$ cat src/rtl/servant_uart_pkg.sv
// Shared definitions for the servant UART receiver: FSM states, register map
// and STATUS layout.
`timescale 1ns/1ps
package servant_uart_pkg;

  typedef enum logic [1:0] {
    ST_IDLE  = 2'd0,
    ST_START = 2'd1,
    ST_DATA  = 2'd2,
    ST_STOP  = 2'd3
  } rx_state_e;

  localparam logic REG_RXDATA = 1'b0;
  localparam logic REG_STATUS = 1'b1;

  localparam int STAT_VALID   = 0;
  localparam int STAT_OVR     = 1;
  localparam int STAT_FERR    = 2;
  localparam int STAT_FULL    = 3;
  localparam int STAT_LVL_LSB = 8;

  function automatic logic [31:0] status_word(input logic valid, input logic ovr,
                                              input logic ferr, input logic full,
                                              input logic [7:0] level);
    logic [31:0] w;
    w = '0;
    w[STAT_VALID]          = valid;
    w[STAT_OVR]            = ovr;
    w[STAT_FERR]           = ferr;
    w[STAT_FULL]           = full;
    w[STAT_LVL_LSB +: 8]   = level;
    return w;
  endfunction

endpackage

$ cat src/rtl/servant_uart_rx_fifo.sv
// Byte-wide synchronous FIFO for the UART receiver. A push into a full FIFO is
// ignored unless a pop happens in the same cycle; a pop from empty is ignored.
`timescale 1ns/1ps
module servant_uart_rx_fifo #(
  parameter int DEPTH = 4
) (
  input  logic       clk,
  input  logic       rst_n,
  input  logic       push,
  input  logic [7:0] din,
  input  logic       pop,
  output logic [7:0] dout,
  output logic       full,
  output logic       empty,
  output logic [7:0] level
);
  localparam int AW = $clog2(DEPTH);

  logic [7:0]    mem [DEPTH];
  logic [AW-1:0] wr_ptr;
  logic [AW-1:0] rd_ptr;
  logic [AW:0]   count;
  logic          push_en;
  logic          pop_en;

  assign full    = (count == (AW+1)'(DEPTH));
  assign empty   = (count == '0);
  assign level   = 8'(count);
  assign dout    = mem[rd_ptr];
  assign pop_en  = pop & ~empty;
  assign push_en = push & (~full | pop_en);

  always_ff @(posedge clk) begin
    if (push_en) mem[wr_ptr] <= din;
  end

  // Pointers wrap naturally because DEPTH is a power of two.
  always_ff @(posedge clk or negedge rst_n) begin
    if (!rst_n) begin
      wr_ptr <= '0;
      rd_ptr <= '0;
      count  <= '0;
    end else begin
      if (push_en) wr_ptr <= wr_ptr + 1'b1;
      if (pop_en)  rd_ptr <= rd_ptr + 1'b1;
      case ({push_en, pop_en})
        2'b10:   count <= count + 1'b1;
        2'b01:   count <= count - 1'b1;
        default: count <= count;
      endcase
    end
  end

endmodule

$ cat src/rtl/servant_uart_rx.sv
// Wishbone UART receiver (8N1). Define SERVANT_UART_RX_FIFO_EN for a
// FIFO_DEPTH-entry receive FIFO; otherwise a single holding register is used.
`timescale 1ns/1ps
module servant_uart_rx
  import servant_uart_pkg::*;
#(
  parameter int    CLKS_PER_BIT   = 139,
  parameter int    FIFO_DEPTH     = 4,
  parameter string RESET_STRATEGY = ""
) (
  input  logic        i_wb_clk,
  input  logic        i_wb_rst_n,
  input  logic        i_wb_adr,
  input  logic [31:0] i_wb_dat,
  input  logic        i_wb_we,
  input  logic        i_wb_cyc,
  output logic [31:0] o_wb_rdt,
  output logic        o_wb_ack,
  input  logic        i_rx,
  output logic        o_irq
);
  localparam int CNT_W = $clog2(CLKS_PER_BIT);
  localparam logic [CNT_W-1:0] BIT_LAST  = CNT_W'(CLKS_PER_BIT - 1);
  localparam logic [CNT_W-1:0] HALF_LAST = CNT_W'(CLKS_PER_BIT / 2 - 1);
  localparam bit RST_NONE_REQ = (RESET_STRATEGY == "NONE");

  logic             rx_meta, rx_s, rx_q;
  rx_state_e        state;
  logic [CNT_W-1:0] baud_cnt;
  logic [2:0]       bit_idx;
  logic [7:0]       shreg;
  logic             stop_done, push_req, ferr_set;
  logic             acc, rd_pop, w1c, ovr_set;
  logic             ovr, ferr;
  logic             fifo_full, fifo_empty;
  logic [7:0]       fifo_level, head;
  logic             unused;

  assign unused = &{1'b0, i_wb_dat[31:3], i_wb_dat[0], RST_NONE_REQ, (FIFO_DEPTH > 0)};

  always_ff @(posedge i_wb_clk or negedge i_wb_rst_n) begin
    if (!i_wb_rst_n) begin
      rx_meta <= 1'b1;
      rx_s    <= 1'b1;
      rx_q    <= 1'b1;
    end else begin
      rx_meta <= i_rx;
      rx_s    <= rx_meta;
      rx_q    <= rx_s;
    end
  end

  // START checks mid-bit so a short low glitch falls back to IDLE.
  always_ff @(posedge i_wb_clk or negedge i_wb_rst_n) begin
    if (!i_wb_rst_n) begin
      state    <= ST_IDLE;
      baud_cnt <= '0;
      bit_idx  <= '0;
      shreg    <= '0;
    end else begin
      case (state)
        ST_IDLE: if (rx_q && !rx_s) begin
          baud_cnt <= '0;
          state    <= ST_START;
        end
        ST_START: if (baud_cnt == HALF_LAST) begin
          baud_cnt <= '0;
          bit_idx  <= '0;
          state    <= rx_s ? ST_IDLE : ST_DATA;
        end else baud_cnt <= baud_cnt + 1'b1;
        ST_DATA: if (baud_cnt == BIT_LAST) begin
          baud_cnt       <= '0;
          shreg[bit_idx] <= rx_s;
          bit_idx        <= bit_idx + 1'b1;
          if (bit_idx == 3'd7) state <= ST_STOP;
        end else baud_cnt <= baud_cnt + 1'b1;
        ST_STOP: if (baud_cnt == BIT_LAST) begin
          baud_cnt <= '0;
          state    <= ST_IDLE;
        end else baud_cnt <= baud_cnt + 1'b1;
        default: state <= ST_IDLE;
      endcase
    end
  end

  assign stop_done = (state == ST_STOP) && (baud_cnt == BIT_LAST);
  assign push_req  = stop_done & rx_s;
  assign ferr_set  = stop_done & ~rx_s;

  assign acc     = i_wb_cyc & ~o_wb_ack;
  assign rd_pop  = acc & ~i_wb_we & (i_wb_adr == REG_RXDATA) & ~fifo_empty;
  assign w1c     = acc & i_wb_we & (i_wb_adr == REG_STATUS);
  assign ovr_set = push_req & fifo_full & ~rd_pop;

`ifdef SERVANT_UART_RX_FIFO_EN
  servant_uart_rx_fifo #(
    .DEPTH (FIFO_DEPTH)
  ) u_fifo (
    .clk   (i_wb_clk),
    .rst_n (i_wb_rst_n),
    .push  (push_req),
    .din   (shreg),
    .pop   (rd_pop),
    .dout  (head),
    .full  (fifo_full),
    .empty (fifo_empty),
    .level (fifo_level)
  );
`else
  logic       hold_vld;
  logic [7:0] hold_q;
  logic       hold_push;

  assign hold_push  = push_req & (~hold_vld | rd_pop);
  assign fifo_full  = hold_vld;
  assign fifo_empty = ~hold_vld;
  assign fifo_level = {7'b0, hold_vld};
  assign head       = hold_q;

  always_ff @(posedge i_wb_clk) begin
    if (hold_push) hold_q <= shreg;
  end

  always_ff @(posedge i_wb_clk or negedge i_wb_rst_n) begin
    if (!i_wb_rst_n)    hold_vld <= 1'b0;
    else if (hold_push) hold_vld <= 1'b1;
    else if (rd_pop)    hold_vld <= 1'b0;
  end
`endif

  assign o_irq = ~fifo_empty;

  // Sticky flags: a set in the same cycle as a W1C clear wins.
  always_ff @(posedge i_wb_clk or negedge i_wb_rst_n) begin
    if (!i_wb_rst_n) begin
      o_wb_ack <= 1'b0;
      o_wb_rdt <= '0;
      ovr      <= 1'b0;
      ferr     <= 1'b0;
    end else begin
      o_wb_ack <= acc;
      if (acc && !i_wb_we) begin
        if (i_wb_adr == REG_RXDATA)
          o_wb_rdt <= {24'b0, fifo_empty ? 8'h00 : head};
        else
          o_wb_rdt <= status_word(~fifo_empty, ovr, ferr, fifo_full, fifo_level);
      end
      ovr  <= ovr_set  | (ovr  & ~(w1c & i_wb_dat[STAT_OVR]));
      ferr <= ferr_set | (ferr & ~(w1c & i_wb_dat[STAT_FERR]));
    end
  end

endmodule

$ cat config.mk
export PLATFORM = sky130hd
export DESIGN_NAME = servant_uart_rx
export DESIGN_NICKNAME = d
export VERILOG_FILES = /design/src/rtl/servant_uart_pkg.sv /design/src/rtl/servant_uart_rx_fifo.sv /design/src/rtl/servant_uart_rx.sv
export SDC_FILE = /design/constraint.sdc
export NUM_CORES = 1
export LEC_CHECK = 0
export BUFFER_PORTS_ARGS = -buffer_cell sky130_fd_sc_hd__buf_2
export CAP_MARGIN = 20
export CORE_UTILIZATION = 28
export CTS_BUF_LIST = sky130_fd_sc_hd__clkbuf_8
export DETAILED_ROUTE_END_ITERATION = 8
export PLACE_DENSITY = 0.53
export SYNTH_ARGS = -nofsm -noshare
export SYNTH_HDL_FRONTEND = slang
export SYNTH_HIERARCHICAL = 1
export SYNTH_SLANG_ARGS = --single-unit
export TNS_END_PERCENT = 10
$ cat constraint.sdc
create_clock -name i_wb_clk -period 3.3 [get_ports i_wb_clk]
set_clock_uncertainty 0.2 [all_clocks]
set_input_delay 0.66 -clock i_wb_clk [delete_from_list [all_inputs] [get_ports i_wb_clk]]
set_output_delay 0.66 -clock i_wb_clk [all_outputs]
set_load 0.03 [all_outputs]
Word-level counts from Yosys, hierarchy flattened
Cells that the tools add are included.
Cells by class
  order comparisons: 2
  mux-type cells: 21
  eq/ne operators: 11
  $add $sub $neg: 2
  reduce and logical (&&, ||, !) cells: 13
  bitwise gates (word level): 26
Operators by type and width (count)
  8-bit 2-to-1 mux: 4
  8-bit one-hot mux with 3 select lines: 1
  1-bit bitwise AND: 15
  2-bit 2-to-1 mux: 6
  2-bit inequality test (second input constant): 5
  9-bit 2-to-1 mux: 1
  8-bit by 1-bit adder with 8-bit output (second input constant): 1
  8-bit bitwise mux: 1
  8-bit by 7-bit equality test with 1-bit output (second input constant): 1
  8-bit equality test (second input constant): 1
  1-bit NOT: 8
  2-bit one-hot mux with 4 select lines: 1
  3-bit 2-to-1 mux: 2
  3-bit one-hot mux with 2 select lines: 1
  5-bit AND reduction: 1
  2-bit equality test (second input constant): 2
  1-bit logical AND: 4
  3-bit by 4-bit < comparator with 1-bit output (second input constant): 1
  2-bit nonzero test: 2
  3-bit by 1-bit adder with 3-bit output (second input constant): 1
  1-bit demux with 3-bit select: 1
  3-bit equality test (second input constant): 1
  3-bit by 1-bit greater-or-equal comparator with 1-bit output (second input constant): 1
  1-bit 2-to-1 mux: 3
  7 further kinds: 10
Storage, ports and cells
  bits in registers: 68
  bits of input ports: 38
  logic and storage cells: 88
  output and inout port bits: 34

Depth between registers and ports, before layout
  depth in word-level cells: 8
  mapped depth: 7
  mapped depth without buffers: 6

Worst setup path before layout
OpenSTA, ideal clock, no wires.
  kind: input-to-reg
  start point: input port i_wb_cyc
  end point: register hold_q[0], in the netlist head[0] (enable)
  path slack: 0.941 ns
  buffers on the path: 1
  data arrival time: 1.786 ns
  stages on the path: 5
  setup time: 0.373 ns
  data required time: 2.727 ns
  cells stage by stage: nor2b_1 -> nand2b_1 -> clkbuf_1 -> o21ai_0 -> nor2b_1
Between the ends
  word-level cells in the longest chain between the ends: 6
Ends and longest elaborated chain
  start, declared: RTL line servant_uart_rx.sv:16  | input logic i_wb_cyc,
  1-bit bitwise AND: RTL line servant_uart_rx.sv:90  | assign acc = i_wb_cyc & ~o_wb_ack;
  1-bit bitwise AND (3 in a row): RTL line servant_uart_rx.sv:91  | assign rd_pop = acc & ~i_wb_we & (i_wb_adr == REG_RXDATA) & ~fifo_empty;
  1-bit OR: RTL line servant_uart_rx.sv:114  | assign hold_push = push_req & (~hold_vld | rd_pop);
  1-bit bitwise AND: RTL line servant_uart_rx.sv:114
  via hold_push: RTL line servant_uart_rx.sv:112  | logic hold_push;
  end signal, assigned: RTL line servant_uart_rx.sv:121  | if (hold_push) hold_q <= shreg;
  end, declared: RTL line servant_uart_rx.sv:111  | logic [7:0] hold_q;
The timed path passes the listed nets, and every way through them passes these cells.
A chain may end at the register's enable or synchronous reset.

Final worst setup path
  start point: register baud_cnt[2]
  end point: register hold_q[2], in the netlist head[2] (enable)
Between the ends
  word-level cells in the longest chain between the ends: 4
Ends and longest elaborated chain
  start, declared: RTL line servant_uart_rx.sv:29  | logic [CNT_W-1:0] baud_cnt;
  start signal, assigned: RTL line servant_uart_rx.sv:70  | end else baud_cnt <= baud_cnt + 1'b1;
  start signal, assigned: RTL line servant_uart_rx.sv:76  | end else baud_cnt <= baud_cnt + 1'b1;
  start signal, assigned: RTL line servant_uart_rx.sv:80  | end else baud_cnt <= baud_cnt + 1'b1;
  8-bit equality test: RTL line servant_uart_rx.sv:86  | assign stop_done = (state == ST_STOP) && (baud_cnt == BIT_LAST);
  1-bit logical AND: RTL line servant_uart_rx.sv:86
  1-bit bitwise AND: RTL line servant_uart_rx.sv:87  | assign push_req = stop_done & rx_s;
  1-bit bitwise AND: RTL line servant_uart_rx.sv:114
  via hold_push: RTL line servant_uart_rx.sv:112
The timed path passes the listed nets, and every way through them passes these cells.

==> reports/qor.txt <==
Most frequent cells in the layout: 34 x dfrtp_1, 33 x nand2_1, 23 x conb_1
Worst r2r dst: head[2]$_DFFE_PP_
Clock share of power: 0.261
Comb pwr share: 0.219
# Post-CTS Setup Buffers: 0
Seq. cell area: 1170 um2
CTS buffer count: 5
Final Cycle Share: 0.674
DP Area: 2350 um2
Full die area: 8410 um2
Die Wd: 91.7 um
Yosys reg bits: 45
# rows: 32
Routed vias/inst: 4.39
Iteration-0 DRC count of the detailed router: 72
RSZ-0062 raised after global routing: no
DR WL/cell: 10.9 um
FF-to-FF path depth: 5
Post-synthesis sequential area ratio: 0.519
HPWL Detailed: 2640 um
Internal: 875 uW
Root Driver: clkbuf_8
Synth top area cells: dfrtp_1 38%, edfxtp_1 11%, buf_4 8.3%
Synthesis Warnings: 6
Crit-path slowest cell: dfrtp_1
# nets final: 277
Slew @ Worst Pin: 841 ps
Post-CTS sizing: 0
DRT Wirelength: 3680 um
Fill cells: 815
Yosys cell types: 42
Tot Pwr: 1350 uW
Req. time, crit path: 3120 ps
Cell type with the largest total area after synthesis: dfrtp_1
Final TNS setup: 0 ps
Area of the multi-input gates: 930 um2
Setup crit end kind: register
CTS tree: done
Die H: 91.7 um
Routed Antenna Nets: 0
Initial Utilization: 0.290
Maximum root-to-sink buffer count: 2
Reg-to-reg setup timing slack: 1080 ps
Post-synth EDFFs: 8
Leakage: 0.00106 uW
Hold Crit Class: register to register
Largest net degree at the start of global routing: 38
Core Footprint: 7770 um2
Worst path cell trace: nor4b_4 -> nand2_2 -> or3_4 -> nor2b_1 -> buf_4
Yosys top cell area share: 0.378
Maximum clock frequency: 450 MHz
I/O pins: 72
Top_reg_cell synth: dfrtp_1
Setup violation total in the final timing report: 0
Number of max-cap violations: 0
Crit path kind: register to register
Maximum vdd drop: 0.314 mV
PwrDens: 553 nW/um2
Crit path largest cell delay: 470 ps
Final Hold Viols: 0
Residual DRC: 0
Total grt overflow: 0
Clock sink total: 45
Synth Area per Inst: 10.4 um2
Drt pass-1 iters: 4
Clock slew seen by the registers of the worst setup and hold paths: 90 ps
Initial antenna violation count: 0
PortBufs: 18
Global-route wire length before repair: 6650 um
Final-report max-slew violation count: 0
Crit path DAT: 2040 ps
Max-slew headroom: 0.439
Net Switching: 478 uW
Area growth from synthesis to layout: 8.72%
Via count: 1479
Hold_sp: rx_meta$_DFF_PN1_
N_diodes: 0
CTS HTree Levels: 2
Hold_buf cts: 0
FF-to-FF Start: baud_cnt[2]$_DFFE_PN0P_
Ys async rst share: 0.822
Status: completed
Layout cells sized above 1: 0.191
Min Tclk post-route: 2220 ps
Vias in the first global route: 1464
Syn Std Cell Area: 2250 um2
Cells after Synth: 216
Clock latency on the worst-skew pair: 300 ps
GP Congestion: 0.743
Critical path peak fanout: 8
Final Cell Area: 2450 um2
Worst Hold Endpoint: rx_s$_DFF_PN1_
WHS Path Cells: 0
Total GRT Usage: 0.0989
Most common cell after layout, fill and taps aside: dfrtp_1
Crit path launch type: register
Reg power frac: 0.520
Switching Share: 0.354
## routing by layer
layer | wire (um) | track usage | vias up
met1 | 1740 | 0.124 | 703
li1 | - | - | 736
met3 | 149 | 0.0249 | 5
met5 | 0 | 0 | -
met2 | 1750 | 0.164 | 35
met4 | 41 | 0.0357 | 0
## worst max-delay path, delay by kind of cell (launching register included)
kind                   cells  cell delay (ps)
and+or+nand+nor            4             1090
buffers and inverters      1              170
DFF                        1              470
## logic make-up (layout without fill, tap and decap cells)
logic type,after synthesis,after routing,share of synthesized area
simple gates,78,78,0.182
mux,10,10,0.0489
flops,45,45,0.519
xor+xnor,2,2,0.00778
compound gates,38,38,0.108
buf+inv,37,34,0.104
other cells,1,23,0.00167
fa+ha+maj,5,5,0.0278
## flip-flops by register name, summed over array words and instances, names as in the netlist, named ones only
register and flops:
o_wb_rdt 9, o_irq 1, shreg 8, state 1, baud_cnt 8, ferr 1
rx_q 1, rx_s 1, ovr 1, o_wb_ack 1, bit_idx 3, head 8
rx_meta 1
## synth_stat cells (3+ instances only)
cell,count
nand3b_1,3
ha_1,5
nor2b_1,6
o21ai_0,19
buf_4,25
dfrtp_1,34
nand4_1,3
nand2_1,33
a21oi_1,3
nor3_1,8
mux2_2,8
inv_1,6
dfstp_2,3
edfxtp_1,8
clkbuf_1,4
nor2_1,5
nand3_1,9
o22ai_1,5
## power by group through the flow
| stage | combinational (uW) | sequential [uW] | clock, uW |
|---|---|---|---|
| after floorplan | 278 | 690 | 0 |
| after global placement | 295 | 714 | 0 |
| after detailed placement | 300 | 717 | 0 |
| after CTS | 301 | 705 | 373 |
| after global routing | 341 | 715 | 394 |
| final | 297 | 703 | 354 |
## final cells by class
| class | count | area share |
|---|---|---|
| sequential | 45 | 0.478 |
| multi-input combinational | 156 | 0.380 |
| tap | 102 | 0.0521 |
| timing repair buffer | 20 | 0.0429 |
| clock buffer | 5 | 0.0281 |
| clock inverter | 3 | 0.0102 |
| inverter | 6 | 0.00920 |
## through the flow
step	util	hold WS (ps)	cells	setup slack, ps
6_report	0.315	158	337	1080
5_1_grt	0.315	163	337	903
4_1_cts	0.315	161	337	1050
3_5_place_dp	0.303	147	329	915
3_3_place_gp	0.303	146	329	942
2_1_floorplan	-	145	238	941
## worst max-delay path by stage
stage / endpoint / cells after the start / slack (ps) / from
global placement: head[7]$_DFFE_PP_ / 7 / 940 / i_wb_cyc
finish: head[2]$_DFFE_PP_ / 5 / 1080 / baud_cnt[2]$_DFFE_PN0P_
global route: head[2]$_DFFE_PP_ / 7 / 900 / baud_cnt[0]$_DFFE_PN0P_
detailed placement: head[4]$_DFFE_PP_ / 7 / 920 / i_wb_cyc
CTS: head[5]$_DFFE_PP_ / 5 / 1050 / baud_cnt[2]$_DFFE_PN0P_
floorplan: head[0]$_DFFE_PP_ / 5 / 940 / i_wb_cyc
(Power assumes the default switching activity.)
